==> config.mk <==
export PLATFORM = sky130hd
export DESIGN_NAME = shift_add_multiplier
export DESIGN_NICKNAME = d
export VERILOG_FILES = /design/src/rtl/shift_add_multiplier.sv
export SDC_FILE = /design/constraint.sdc
export NUM_CORES = 1
export LEC_CHECK = 0
export CAP_MARGIN = 0
export CORE_ASPECT_RATIO = 2
export CORE_UTILIZATION = 54
export DETAILED_ROUTE_END_ITERATION = 16
export PLACE_DENSITY_LB_ADDON = 0.3
export SLEW_MARGIN = 15
export SYNTH_ARGS = -nofsm -noshare
export SYNTH_HDL_FRONTEND = slang
export SYNTH_SLANG_ARGS = --single-unit
==> constraint.sdc <==
create_clock -name clk -period 4.1 [get_ports clk]
set_clock_uncertainty 0.15 [all_clocks]
set_input_delay 0.41 -clock clk [delete_from_list [all_inputs] [get_ports clk]]
set_output_delay 0.41 -clock clk [all_outputs]
set_load 0.1 [all_outputs]
==> src/rtl/shift_add_multiplier.sv <==
// -----------------------------------------------------------------------------
// shift_add_multiplier
//   Sequential radix-2 shift-and-add unsigned multiplier. Each clock consumes
//   one multiplier bit. The start/valid handshake matches the restoring
//   divider, so both cores can be fed from the same operand registers.
//
// Parameters:
//   WIDTH         operand width; the product is 2*WIDTH bits
//
// Ports:
//   clk           system clock, rising edge
//   rst           asynchronous active-high reset
//   start         multiply request, sampled only when idle
//   multiplicand  operand A, captured on the accept edge
//   multiplier    operand B, captured on the accept edge
//   busy          high while an operation is in progress
//   valid         one-cycle pulse when product/ovf are updated
//   product       A*B, held until the next operation completes
//   ovf           upper half of product is non-zero
//
// Build option:
//   EARLY_TERM_EN finish as soon as the remaining multiplier bits are all zero
// -----------------------------------------------------------------------------
module shift_add_multiplier #(
  parameter int WIDTH = 16
) (
  input  logic               clk,
  input  logic               rst,
  input  logic               start,
  input  logic [WIDTH-1:0]   multiplicand,
  input  logic [WIDTH-1:0]   multiplier,
  output logic               busy,
  output logic               valid,
  output logic [2*WIDTH-1:0] product,
  output logic               ovf
);

  localparam int CW = $clog2(WIDTH) + 1;

  typedef enum logic {
    S_IDLE = 1'b0,
    S_MULT = 1'b1
  } state_t;

  state_t             r_state;
  state_t             w_state_nxt;
  logic [CW-1:0]      r_cnt;
  // {carry, hi, lo}; lo starts as the multiplier and is shifted out LSB first
  logic [2*WIDTH:0]   r_acc;
  logic [WIDTH-1:0]   r_mcand;
  logic               r_valid;
  logic [2*WIDTH-1:0] r_product;
  logic               r_ovf;

  logic               w_load;
  logic               w_step;
  logic               w_finish;
  logic               w_done;
  logic [WIDTH-1:0]   w_addend;
  logic [WIDTH:0]     w_sum;
  logic [2*WIDTH:0]   w_shift;
  logic [2*WIDTH-1:0] w_result;

`ifdef EARLY_TERM_EN
  logic [CW-1:0]      w_rem;
  logic [WIDTH-1:0]   w_mask;
`endif

  // Datapath: conditional add into the upper half, then shift right by one
  always_comb begin
    w_addend = r_acc[0] ? r_mcand : {WIDTH{1'b0}};
    // WIDTH+1-bit add keeps the carry, which lands in hi[MSB] after the shift
    w_sum    = {1'b0, r_acc[2*WIDTH-1:WIDTH]} + {1'b0, w_addend};
    w_shift  = {1'b0, w_sum, r_acc[WIDTH-1:1]};
  end

`ifdef EARLY_TERM_EN
  // Finish once every not-yet-consumed multiplier bit (low w_rem bits of lo)
  // is zero; the skipped iterations would only shift, so apply that directly.
  always_comb begin
    w_rem    = CW'(WIDTH - 1) - r_cnt;
    w_mask   = ~({WIDTH{1'b1}} << w_rem);
    w_done   = ((w_shift[WIDTH-1:0] & w_mask) == {WIDTH{1'b0}});
    w_result = w_shift[2*WIDTH-1:0] >> w_rem;
  end
`else
  // Fixed-latency completion on the WIDTH-th iteration
  always_comb begin
    w_done   = (r_cnt == CW'(WIDTH - 1));
    w_result = w_shift[2*WIDTH-1:0];
  end
`endif

  // Next-state and control decode
  always_comb begin
    w_state_nxt = r_state;
    w_load      = 1'b0;
    w_step      = 1'b0;
    w_finish    = 1'b0;
    case (r_state)
      S_IDLE: begin
        if (start) begin
          w_state_nxt = S_MULT;
          w_load      = 1'b1;
        end else begin
          w_state_nxt = S_IDLE;
        end
      end
      S_MULT: begin
        w_step = 1'b1;
        if (w_done) begin
          w_state_nxt = S_IDLE;
          w_finish    = 1'b1;
        end else begin
          w_state_nxt = S_MULT;
        end
      end
      default: begin
        w_state_nxt = S_IDLE;
      end
    endcase
  end

  // State, accumulator, counter and registered result
  always_ff @(posedge clk or posedge rst) begin
    if (rst) begin
      r_state   <= S_IDLE;
      r_cnt     <= {CW{1'b0}};
      r_acc     <= {(2*WIDTH+1){1'b0}};
      r_mcand   <= {WIDTH{1'b0}};
      r_valid   <= 1'b0;
      r_product <= {(2*WIDTH){1'b0}};
      r_ovf     <= 1'b0;
    end else begin
      r_state <= w_state_nxt;
      r_valid <= w_finish;
      if (w_load) begin
        r_mcand <= multiplicand;
        r_acc   <= {1'b0, {WIDTH{1'b0}}, multiplier};
        r_cnt   <= {CW{1'b0}};
      end else if (w_step) begin
        r_acc   <= w_shift;
        r_cnt   <= r_cnt + CW'(1);
      end else begin
        r_acc   <= r_acc;
        r_cnt   <= r_cnt;
      end
      if (w_finish) begin
        r_product <= w_result;
        r_ovf     <= |w_result[2*WIDTH-1:WIDTH];
      end else begin
        r_product <= r_product;
        r_ovf     <= r_ovf;
      end
    end
  end

  assign busy    = (r_state == S_MULT);
  assign valid   = r_valid;
  assign product = r_product;
  assign ovf     = r_ovf;

endmodule

### Word-level counts from Yosys, hierarchy flattened

Index checks and enable logic that the tools add are counted.

* register bits after elaboration: 88
* input port bits: 35
* output and inout bits: 35
* word-level logic and storage cells: 25

* add/subtract/negate cells: 2
* equal/unequal tests: 1
* multiplexer cells: 12
* bitwise gates (word level): 1
* reduce and logical (&&, ||, !) cells: 2

Operators by type and width (count)
* two-way mux 32 bit: 2
* adder 16 x 16 -> 17 bit: 1
* two-way mux 16 bit: 1
* OR reduction 16 bit: 1
* two-way mux 5 bit: 2
* two-way mux 1 bit: 6
* adder 5 x 1 -> 5 bit, second input constant: 1
* equality test 5 x 4 -> 1 bit, second input constant: 1
* case mux 1 bit (2 select lines): 1
* nonzero test 2 bit: 1
* inverter 1 bit: 1

### Longest topological paths before layout

* depth in word-level cells: 4
* gate-level depth with buffers: 11
* gate-level depth less buffers: 10

### Worst setup path after synthesis

OpenSTA, ideal clock, no wires.

* path kind: flip-flop to flip-flop
* start: register r_acc[0]
* end: register r_product[31] (netlist: product[31])
* setup time: 125 ps
* arrival: 2778 ps
* required time: 3825 ps
* slack: 1046 ps
* cell stages (with the launch flop): 11
* path buffers: 1
* clock period less this slack: 3054 ps
* path through: dfrtp_1 -> clkbuf_1 -> and2_1 -> ha_1 -> fa_1 -> a211oi_1 -> o21a_1 -> a211oi_1 -> or2_4 -> a221o_1 -> mux2_2

* longest elaborated chain between the ends: 2

RTL lines
* start, declared: line 49 `logic [2*WIDTH:0] r_acc;`
* start signal, assigned: line 129 `r_acc <= {(2*WIDTH+1){1'b0}};`
* start signal, assigned: line 139 `r_acc <= {1'b0, {WIDTH{1'b0}}, multiplier};`
* start signal, assigned: line 142 `r_acc <= w_shift;`
* two-way mux 16 bit: line 71 `w_addend = r_acc[0] ? r_mcand : {WIDTH{1'b0}};`
* adder 16 x 16 -> 17 bit: line 73 `w_sum = {1'b0, r_acc[2*WIDTH-1:WIDTH]} + {1'b0, w_addend};`
* end signal, assigned: line 132 `r_product <= {(2*WIDTH){1'b0}};`
* end signal, assigned: line 149 `r_product <= w_result;`
* end signal, assigned: line 152 `r_product <= r_product;`
* end, declared: line 52 `logic [2*WIDTH-1:0] r_product;`

No other way between the ends.
A chain may end at the register's enable or synchronous reset.

### Worst setup path in the final report

* start: register r_acc[0]
* end: register r_ovf (netlist: ovf)

* longest elaborated chain between the ends: 3

RTL lines
* two-way mux 16 bit: line 71
* adder 16 x 16 -> 17 bit: line 73
* OR reduction 16 bit: line 150 `r_ovf <= |w_result[2*WIDTH-1:WIDTH];`
* end signal, assigned: line 150
* end signal, assigned: line 153 `r_ovf <= r_ovf;`
* end, declared: line 53 `logic r_ovf;`

No other way between the ends.

==> results by group <==
Status
  • Status: finished, final reports clean

Critical path
  • Top delay family on crit path: compound AO/OA/AOI/OAI gates
  • Critical path class: flop to flop
  • CP max stage cell: dfrtp_1
  • CP max FO: 17
  • Startpoint Class: flop
  • Bufs and invs on worst path: 0
  • Worst Path Required: 4.16 ns
  • Crit path cell chain: and2_1, ha_1, fa_1, a211oi_1, o21a_1, a211oi_1, or2_4, a221o_1, nor4_1, a21oi_1
  • Crit end category: flop
  • Most Frequent Cell on Critical Path: a211oi_1
  • Max incr delay on CP: 0.58 ns
  • Worst Path Arrival: between 3 and 4 ns

Yosys
  • Synthesized area: between 4000 and 5000 um^2
  • Post-synthesis sequential area ratio: 0.499
  • Async SR Flop Fraction: 1.00
  • Count of warnings emitted by yosys: 0
  • Post-Syn Instances: between 300 and 400
  • Netlist cell types: between 50 and 60
  • Synth area leader: dfrtp_1
  • Ys flop type: dfrtp_1
  • Register bit total from synthesis: 88
  • Area contributors post-synth: dfrtp_1 50%, mux2_2 11%, ha_1 5.1%
  • Area share of the largest cell type after synthesis: 0.499
  • Post-synth EDFFs: 0
  • Synthesized Nets: 442
  • Mean Syn Cell Area: approximately 11 um^2

Die
  • Core ar.: ~8000 um^2
  • # IOs: 70
  • Height of the die: ~130 um
  • Starting Density: 0.555
  • Core Rows: 46
  • Die W: between 60 and 70 um
  • Die ar.: ~8600 um^2

Clocking
  • # hold bufs at CTS: 0
  • Clock Path Buffers: 2
  • CTS tree: yes
  • Clk pin slew, worst setup/hold paths: 0.06 ns
  • H-tree levels: 3
  • Sink Count: ~90
  • Post-cts resize count: 0
  • Num CTS Buffers: 9
  • CTS root buf: clkbuf_16
  • Later-pin clock latency in the skew report: 0.34 ns
  • Post-CTS Setup Bufs: 0

Drt
  • DR vias: 3268
  • Final WL: about 10000 um
  • WL/cell: between 15 and 20 um
  • Initial DRT Pass Iterations: 4
  • DRC: 0
  • Antenna Violating Nets Remaining: 0
  • Initial DRC Count: 188
  • Via density: between 5 and 6

Global routing
  • Vias in the first global route: between 3000 and 4000
  • First-pass GRT wire length: approximately 17000 um
  • Total GRT Usage: 0.264
  • Antenna violations before repair: 0
  • Congestion Overflow GR: 0
  • Largest net degree at the start of global routing: 50

Finish
  • Area delta synth->final: 23.8%
  • Antenna fix cells: 0
  • Layout Nets: around 510
  • Layout cells sized above 1: 0.159

Hold path
  • Hold WC Path Type: input pin to asynchronous set/reset pin

STA
  • RSZ-0062 raised after global routing: false
  • Slew Viols, Final: 0
  • Final critical-path required period: 3.38 ns
  • Tightest hold margin: between 0.2 and 0.3 ns
  • Worst-Margin Slew: roughly 1 ns
  • Total Neg Setup Slack: 0 ns
  • Part of the cycle the worst path needs: 0.823
  • Max Clk Rate: roughly 300 MHz
  • Final hold violation count: 0
  • Final setup vio count: 0
  • Worst slew margin: 0.339

Place
  • Gpl congestion: around 0.88
  • Post-DP HPWL: 7420 um
  • PortBufs: between 60 and 70

Run
  • Max cap viols: 0
[final cells by class]
| class | instances | area [um^2] |
|---|---|---|
| repair buffers | 76 | 741 |
| multi-input cells | 273 | 2080 |
| clock buffers | 14 | 254 |
| inverters | 7 | 27.5 |
| clock inverters | 2 | 38.8 |
| well taps | 96 | 120 |
| flip-flops and latches | 88 | 2200 |
| fillers | 598 | 2480 |
[worst register-to-register path, stage by stage, from the launching register on]
cell	delay [ns]
dfrtp_1	0.58
and2_1	0.27
ha_1	0.22
fa_1	0.44
a211oi_1	0.26
o21a_1	0.26
a211oi_1	0.14
or2_4	0.30
a221o_1	0.37
nor4_1	0.17
a21oi_1	0.10
[metal layers]
metal	global-route usage	part of all wire	vias up
li1	-	-	1521
met1	0.280	0.36	1611
met2	0.470	0.55	99
met3	0.0533	0.043	37
met4	0.155	0.042	0
met5	0	0	-
[cells in the mapped netlist, types with 5 or more instances]
library cell	n
o21ai_0	31
a21oi_1	15
xor2_1	8
and2_1	16
mux2_2	43
nor2_1	10
a21o_1	5
ha_1	18
dfrtp_1	88
inv_1	6
xnor2_1	6
mux2i_1	16
a22o_1	14
nand2_1	40
nor3_1	6
clkbuf_1	13
[stage by stage]
step / worst slack [ns] / util / instances / instance area, um^2
detailed placement: 0.751 / 0.650 / 540 / 5170
finish: 0.724 / 0.687 / 556 / 5460
global placement: 0.775 / 0.650 / 540 / 5170
global route: 0.527 / 0.687 / 556 / 5460
floorplan: 1.05 / - / 388 / 4410
CTS: 0.737 / 0.687 / 556 / 5460
[cell usage in the layout, fill, tap and decap left out, drive strengths merged, types with 10 or more instances in the layout]
| master | Yosys | routed |
|---|---|---|
| ha | 18 | 18 |
| mux2 | 43 | 43 |
| and2 | 16 | 16 |
| nand2 | 40 | 40 |
| clkdlybuf4s50 | 0 | 68 |
| clkbuf | 13 | 14 |
| dfrtp | 88 | 88 |
| a21oi | 15 | 15 |
| mux2i | 16 | 16 |
| o21ai | 32 | 32 |
| nor2 | 10 | 10 |
| a22o | 14 | 14 |
[path summary, 6_finish.rpt]
| check | start | to | slack [ns] | cells past startpoint |
|---|---|---|---|---|
| min in group clk | product[21] | product[21] | 0.33 | 2 |
| max in group asynchronous | rst | r_mcand[10] | 2.72 | 3 |
| worst min-delay path | rst | product[8] | 0.28 | 2 |
| worst min register to register | product[21] | product[21] | 0.33 | 2 |
| worst max-delay path | r_acc[0] | ovf | 0.72 | 10 |
| worst max register to register | r_acc[0] | ovf | 0.72 | 10 |
[flip-flops by register name, summed over array words and instances (netlist names)]
signal   cells
product     32
r_acc       32
r_mcand     16
r_cnt        5
busy         1
ovf          1
valid        1
[kinds of logic (layout without fill, tap and decap cells)]
group                    Yosys count  after routing  share of synthesized area
XOR/XNOR                          14             14                     0.0278
multiplexers                      59             59                      0.146
buffers and inverters             27             99                     0.0301
AO/OA/AOI/OAI                     90             90                      0.140
flip-flops                        88             88                      0.499
AND/OR/NAND/NOR                   91             91                      0.102
adder cells (fa/ha/maj)           19             19                     0.0556
Power is left out: the tool's default activity adds up to more than one toggle a clock period on the data nets, which glitch-free logic cannot reach.
